==> src/rtl/frame_fcs_acc.sv <==
// Running 32-bit sum of payload bytes, used as the frame check value.
module frame_fcs_acc (
  input  logic        clk,
  input  logic        rst_n,
  input  logic        clr_i,
  input  logic        en_i,
  input  logic [7:0]  din_i,
  output logic [31:0] sum_o
);
  logic [31:0] sum_q;

  // Clear wins over accumulate so a new frame always starts from zero.
  always_ff @(posedge clk or negedge rst_n) begin
    if (!rst_n) begin
      sum_q <= 32'd0;
    end else if (clr_i) begin
      sum_q <= 32'd0;
    end else if (en_i) begin
      sum_q <= sum_q + {24'd0, din_i};
    end else begin
      sum_q <= sum_q;
    end
  end

  assign sum_o = sum_q;
endmodule

==> config.mk <==
export PLATFORM = sky130hd
export DESIGN_NAME = frame_fcs_acc
export DESIGN_NICKNAME = d
export VERILOG_FILES = /design/src/rtl/frame_fcs_acc.sv
export SDC_FILE = /design/constraint.sdc
export NUM_CORES = 1
export LEC_CHECK = 0
export CAP_MARGIN = 20
export CORE_MARGIN = 2
export CORE_UTILIZATION = 51
export CTS_BUF_LIST = sky130_fd_sc_hd__clkbuf_8 sky130_fd_sc_hd__clkbuf_16
export CTS_CLUSTER_SIZE = 30
export DETAILED_ROUTE_END_ITERATION = 10
export PLACE_DENSITY = 0.87
export REMOVE_ABC_BUFFERS = 1
export SLEW_MARGIN = 20
export SYNTH_ARGS = -nofsm -noshare
export SYNTH_HDL_FRONTEND = slang
export SYNTH_SLANG_ARGS = --single-unit
==> constraint.sdc <==
create_clock -name clk -period 6.6 [get_ports clk]
set_input_delay 1.32 -clock clk [delete_from_list [all_inputs] [get_ports clk]]
set_output_delay 1.32 -clock clk [all_outputs]
set_load 0.05 [all_outputs]
# Yosys cells after proc, flatten, opt, wreduce, memory -nomap -nowiden
# Cells that the tools add are included.
word_totals:
  regBits: 32
  word_cells: 5
  input_bits: 12
  out_inout_bits: 32
op_classes:
  n_reduce_logical: 1
  add_sub_neg: 1
  mux: 2
op_table:
  columns: ["operator", "n"]
  rows:
  - ["$mux W32", 2]
  - ["$add A32 B8 Y32", 1]
  - ["$reduce_bool A2 Y1", 1]

# Depth between registers and ports, before layout
# Gate-level depths: netlist of run 1.
logic_depth:
  depth_word: 3
  depth_mapped: 9
  depth_no_buf: 8

# Least setup slack after synthesis of run 1
# OpenSTA, ideal clock, no wires.
synth_timing:
  kind: "input -> register"
  startpoint: "input port din_i[0]"
  endpoint: "register sum_q[30] (netlist: sum_o[30])"
  path_buffers: 1
  arrival_time_ps: 3089
  setup_time_ps: 78
  stages: 9
  slack_ps: 3433
  t_required_ps: 6522
  cell_sequence: "ha_1 inv_1 fa_1 nand2b_1 a21oi_2 o21ai_1 buf_2 or4_1 a21oi_1"
synth_between:
  elab_chain_cells: 3
synth_rtl:
  columns: ["element", "line", "rtl"]
  rows:
  - ["start: declaration", "7", "input logic [7:0] din_i,"]
  - ["$add A32 B8 Y32", "19", "sum_q <= sum_q + {24'd0, din_i};"]
  - ["$mux W32", "18", "end else if (en_i) begin"]
  - ["$mux W32", "16", "end else if (clr_i) begin"]
  - ["end signal: assignment", "19", null]
  - ["end signal: assignment", "21", "sum_q <= sum_q;"]
  - ["end: declaration", "10", "logic [31:0] sum_q;"]
# Every way passes these cells. The select of a mux whose other input is x is not followed.
# A chain may end at the register's enable or synchronous reset.

# Worst setup path after layout of run 1
# Same ends and word-level chain as after synthesis.

==> summary.txt, run 1 <==
Status
  • Status: finished, final reports clean

STA
  • Final min period: 3508 ps
  • Hold Fails Final Rpt: 0
  • Actual slew at the worst max-slew pin: between 600 and 700 ps
  • Setup ws final: 3092 ps
  • Slew Limit Fails: 0
  • Clock skew: roughly 7.6 ps
  • Slew HR: 0.5480
  • Fin Hold WS: 524.8 ps
  • Final setup viols: 0
  • RSZ-0062 raised after global routing: no
  • Total negative setup slack: 0 ps
  • Fin crit share: 0.5315
  • Fmax: approximately 290 MHz

Setup path
  • Startpoint types: input port
  • Crit-path slowest cell: or4_1
  • Cell Chain, Critical Path: clkdlybuf4s50_1, ha_1, inv_1, fa_1, nand2b_1, a21oi_2, o21ai_1, or4_1, a21oi_1
  • WP data arrival: about 3700 ps
  • CP max stage delay: approximately 530 ps
  • Crit Path Category: in2reg
  • Delay-heaviest family, CP: simple AND/OR/NAND/NOR gates
  • Critical Path End Type: register
  • Max Fanout on Critical Path: 12
  • Buf/Inv on CP: 2
  • Worst Path Required: 6820 ps

GRT
  • Vias in the first global route: 1734
  • Initial antenna violation count: 0
  • Largest net degree at the start of global routing: 36
  • First-pass GRT wire length: 8390 µm
  • Total grt overflow: 0
  • GRT Total Usage: 0.2449

Placed design
  • Routability congestion estimate: 0.8686
  • Hpwl dp: 3523 µm
  • Port-buffer cells: 43
  • Pre-CTS WS: 2764 ps
  • Cells after DPL: 313

Route
  • Avg WL per Cell: 15.62 µm
  • Remaining antenna violation count after routing: 0
  • Via count: 1950
  • Routed wire length: about 5000 µm
  • First-pass iteration count of the detailed router: 4
  • Drt first-iter violations: 196
  • Post-route DRC: 0
  • Vias per std cell: 6.075

Clocking
  • Resized Gates After CTS: 0
  • Clock Latency Late Sink: 290 ps
  • CTS root buf: clkbuf_8
  • H-tree levels: 2
  • Clock-pin slew on the worst setup and hold paths: about 70 ps
  • CTS Buf Count: 5
  • Post-CTS setup repair buffer count: 0
  • CTS tree: done
  • Hold-fix buffers, CTS: 0
  • Clk buf depth: 2
  • Clock sinks: 32

Pwr
  • P_leak: 1.032 nW
  • Pwr dens: 207.6 nW/µm²
  • Peak VDD IR: 0.1316 mV

Floorplanning
  • Starting Density: 0.5233
  • Core Box Area: between 3000 and 4000 µm²
  • Num rows: 23
  • Die area: 4602 µm²
  • I/O pin count: 44
  • Die width: 67.84 µm
  • Die height: 67.84 µm

Logic synthesis
  • Cell count after synthesis: 227
  • Seq/Total Area, Yosys: 0.3853
  • Synth Register Bits: 32
  • Top cells by count, synth: dfrtp_1, a21oi_1, nor2_1
  • Cell area after synthesis: 2078 µm²
  • Top-count cell post-synth: dfrtp_1
  • EDFF count, synth: 0
  • Post-Synthesis Mean Instance Area: roughly 9 µm²
  • Cell taking the most area after synthesis: dfrtp_1
  • Yosys cell types: 45
  • Most used DFF post-synth: dfrtp_1
  • Synth area leaders: dfrtp_1, a21oi_1, ha_1
  • Async S/R FF share, synth: 1.000
  • Synth Warn #: 0
  • Synth top area share: 0.3853

Final layout
  • Layout area overhead: 28.24%
  • Nets@finish: 291
  • Ant diodes: 0
  • Max reg flops: 32
  • Layout cells sized above 1: 0.09594
  • Final non-filler cell total: 321
  • Fillcell total: roughly 320

Flow run
  • # Max-Cap Violations: 0

Min path
  • Tightest Hold Check Type: reg2reg
layout by cell type, fill, tap and decap left out, types with 2 or more instances in the layout:
cell type        count
clkdlybuf4s50_1     43
xnor2_1              2
o31ai_1             10
mux2_2               3
ha_1                 8
a22o_1               4
xor2_1               6
a21oi_1             26
o41ai_1              2
nand4_1              9
nor2_1              18
nand2b_1             3
nand3_1              7
buf_4                2
or4_1               12
a21o_1               4
nor2b_1              4
clkbuf_8             7
nor3_4               2
o21ai_0              9
nand2_1             13
dfrtp_1             32
nor2_2               2
nor3_1               4
a211oi_1             2
o2111ai_1            3
or3_1                6
inv_1               10
path summary, 6_finish.rpt:
kind	cells after the start	startpoint	end	slack [ps]
setup / recovery	9	din_i[0]	sum_o[30]	3090
hold / removal	2	sum_o[7]	sum_o[7]	520
setup reg to reg	8	sum_o[0]	sum_o[30]	4200
hold reg to reg	2	sum_o[7]	sum_o[7]	520
max in group asynchronous	2	rst_n	sum_o[6]	4880
min in group asynchronous	2	rst_n	sum_o[18]	1420
stage by stage:
stage                     area, µm²  utilization   power, W
after floorplan                2031            -  0.0003040
after global placement         2539       0.6393  0.0003463
after global routing           2665       0.6711  0.0005758
after CTS                      2665       0.6711  0.0005564
after detailed placement       2539       0.6393  0.0003497
final                          2665       0.6711  0.0005533
kinds of logic (layout without fill, tap and decap cells):
group	Yosys count	in the layout	synth area share
AOI/OAI and AO/OA	69	69	0.2234
DFF	32	32	0.3853
and+or+nand+nor	86	86	0.2378
adders and majority gates	9	9	0.05780
muxes	4	4	0.02107
xor gates and xnor gates	8	8	0.03372
buffers and inverters	19	63	0.04094
routing by layer:
layer	share of wire	global-route usage	vias to the layer above
met5	0	0	-
met4	0.014	0.09500	0
met3	0.054	0.04934	7
met2	0.47	0.3603	55
met1	0.46	0.3552	941
li1	-	-	947
final cells by class:
type / count / area, µm² / area share
Inverter: 10 / 37.54 / 0.01408
Multi-Input combinational cell: 176 / 1192 / 0.4474
Clock buffer: 7 / 96.34 / 0.03615
Sequential cell: 32 / 800.8 / 0.3005
Tap cell: 50 / 62.56 / 0.02347
Timing Repair Buffer: 45 / 445.4 / 0.1671
Clock inverter: 1 / 30.03 / 0.01127
worst reg2reg max path: cells and delay by family (launching register included):
kind                       cells  cell delay, ps
adders and majority gates      2             590
and+or+nand+nor                2             740
buffers and inverters          1              70
AOI/OAI and AO/OA              3             550
DFF                            1             370
where the power goes:
| group | switching (W) | internal (W) |
|---|---|---|
| Combinational | 0.0000895 | 0.0000478 |
| Clock | 0.0000726 | 0.000133 |
| Sequential | 0.00000734 | 0.000203 |
Power figures use the tool's default switching activity.
==> run 2: changes to the inputs <==
==> constraint.sdc (replaced) <==
create_clock -name clk -period 3.6 [get_ports clk]
set_input_delay 0.72 -clock clk [delete_from_list [all_inputs] [get_ports clk]]
set_output_delay 0.72 -clock clk [all_outputs]
set_load 0.05 [all_outputs]
==> summary.txt, run 2 (same netlist as run 1, synthesis figures left out) <==
Status
  • Status: finished, final reports clean

Pwr
  • Pwr dens: 383.5 nW/µm²
  • Peak VDD IR: 0.1932 mV
  • P_leak: 1.037 nW

Flow run
  • # Max-Cap Violations: 0

GRT
  • Met2 usage: 0.4130
  • Global route hottest layer: met2
  • Largest net degree at the start of global routing: 35
  • Met3 Usage GRT: 0.05428
  • First-pass GRT wire length: ~8900 µm
  • Total grt overflow: 0
  • Met1 usage: 0.3548
  • GRT Total Usage: 0.2641
  • Initial antenna violation count: 0
  • Vias in the first global route: 1831

Floorplanning
  • Starting Density: 0.5233
  • Core Box Area: 3971 µm²
  • Die width: 67.84 µm
  • Num rows: 23
  • Die height: 67.84 µm
  • Die area: 4602 µm²
  • I/O pin count: 44

Setup path
  • CP max stage delay: ~540 ps
  • Delay-heaviest family, CP: simple AND/OR/NAND/NOR gates
  • Worst Path Required: 3820 ps
  • Max Fanout on Critical Path: 12
  • Startpoint types: input port
  • Cell Chain, Critical Path: clkdlybuf4s50_1, ha_1, inv_1, fa_1, nand2b_1, a21oi_2, o21ai_1, or4_1, a21oi_1
  • Crit Path Category: in2reg
  • WP data arrival: 3160 ps
  • Crit-path slowest cell: or4_1
  • Critical Path End Type: register
  • Buf/Inv on CP: 2

Clocking
  • CTS tree: done
  • H-tree levels: 2
  • Clock sinks: 32
  • Resized Gates After CTS: 0
  • Clock Latency Late Sink: 290 ps
  • Clock-pin slew on the worst setup and hold paths: 70 ps
  • Post-CTS setup repair buffer count: 0
  • Clk buf depth: 2
  • CTS Buf Count: 5
  • CTS root buf: clkbuf_8
  • Hold-fix buffers, CTS: 0

STA
  • Setup ws final: 657.9 ps
  • Final min period: 2942 ps
  • Hold Fails Final Rpt: 0
  • Fin crit share: 0.8172
  • Slew Limit Fails: 0
  • Total negative setup slack: 0 ps
  • Clock skew: approximately 6.6 ps
  • Final setup viols: 0
  • RSZ-0062 raised after global routing: no
  • Slew HR: 0.5400
  • Actual slew at the worst max-slew pin: just under 700 ps
  • Fmax: 339.9 MHz

Final layout
  • Layout area overhead: 28.60%
  • Max reg flops: 32
  • Post-route core utilization: 0.6730
  • Ant diodes: 0
  • Commonest cells after routing, fill and taps aside: clkdlybuf4s50_1, dfrtp_1, a21oi_1, nor2_1, nand2_1
  • Nets@finish: 292
  • Layout cells sized above 1: 0.09926
  • Most common cell after layout, fill and taps aside: clkdlybuf4s50_1

Placed design
  • Routability congestion estimate: 0.8709
  • Port-buffer cells: 43
  • Pre-CTS WS: 359.6 ps
  • Hpwl dp: 3588 µm

Route
  • First-pass iteration count of the detailed router: 4
  • Remaining antenna violation count after routing: 0
  • Vias per std cell: slightly above 6
  • Via count: around 2000
  • Post-route DRC: 0
  • Avg WL per Cell: 16.37 µm
  • Routed wire length: 5271 µm
  • Drt first-iter violations: 240

Min path
  • Tightest Hold Check Type: reg2reg
-- run 2: layer usage --
layer,vias up,part of all wire,wire [µm]
met5,-,0,0
met4,0,0.020,106
met3,9,0.063,334
met2,81,0.48,2528
met1,970,0.44,2301
li1,946,-,-
-- run 2: path summary, 6_finish.rpt --
| check | slack (ps) | depth (start not counted) | startpoint | to |
|---|---|---|---|---|
| hold reg to reg | 550 | 2 | sum_o[7] | sum_o[7] |
| setup reg to reg | 1160 | 8 | sum_o[0] | sum_o[30] |
| max in group asynchronous | 2480 | 2 | rst_n | sum_o[10] |
| setup / recovery | 660 | 9 | din_i[0] | sum_o[30] |
| min in group asynchronous | 830 | 2 | rst_n | sum_o[19] |
| hold / removal | 550 | 2 | sum_o[7] | sum_o[7] |
-- run 2: worst min-delay path, stage by stage, from the launching register on --
cell     delay, ps
dfrtp_1        370
nand2_1         60
nand3_1         80
-- run 2: area by class of cell --
type	count	area, µm²
fill	338	1299
timing repair buffer	46	452.9
clock inverter	1	30.03
tap	50	62.56
multi-input combinational	176	1192
clock buffer	7	96.34
sequential	32	800.8
inverter	10	37.54
-- run 2: per-stage QoR --
step           total power [W]  cell area [µm²]  std cells  hold WS [ps]
2_1_floorplan        0.0005572             2031        218         424.4
3_3_place_gp         0.0006373             2546        314         505.5
3_5_place_dp         0.0006430             2546        314         537.8
4_1_cts               0.001029             2673        322         551.6
5_1_grt               0.001070             2673        322         596.2
6_report              0.001025             2673        322         547.4
-- run 2: where the power goes --
group | switching (W) | internal [W] | leakage (nW)
clock | 0.000138 | 0.000244 | 0.0645
combinational | 0.000167 | 0.0000882 | 0.531
sequential | 0.0000149 | 0.000372 | 0.441
total | 0.000320 | 0.000704 | 1.04
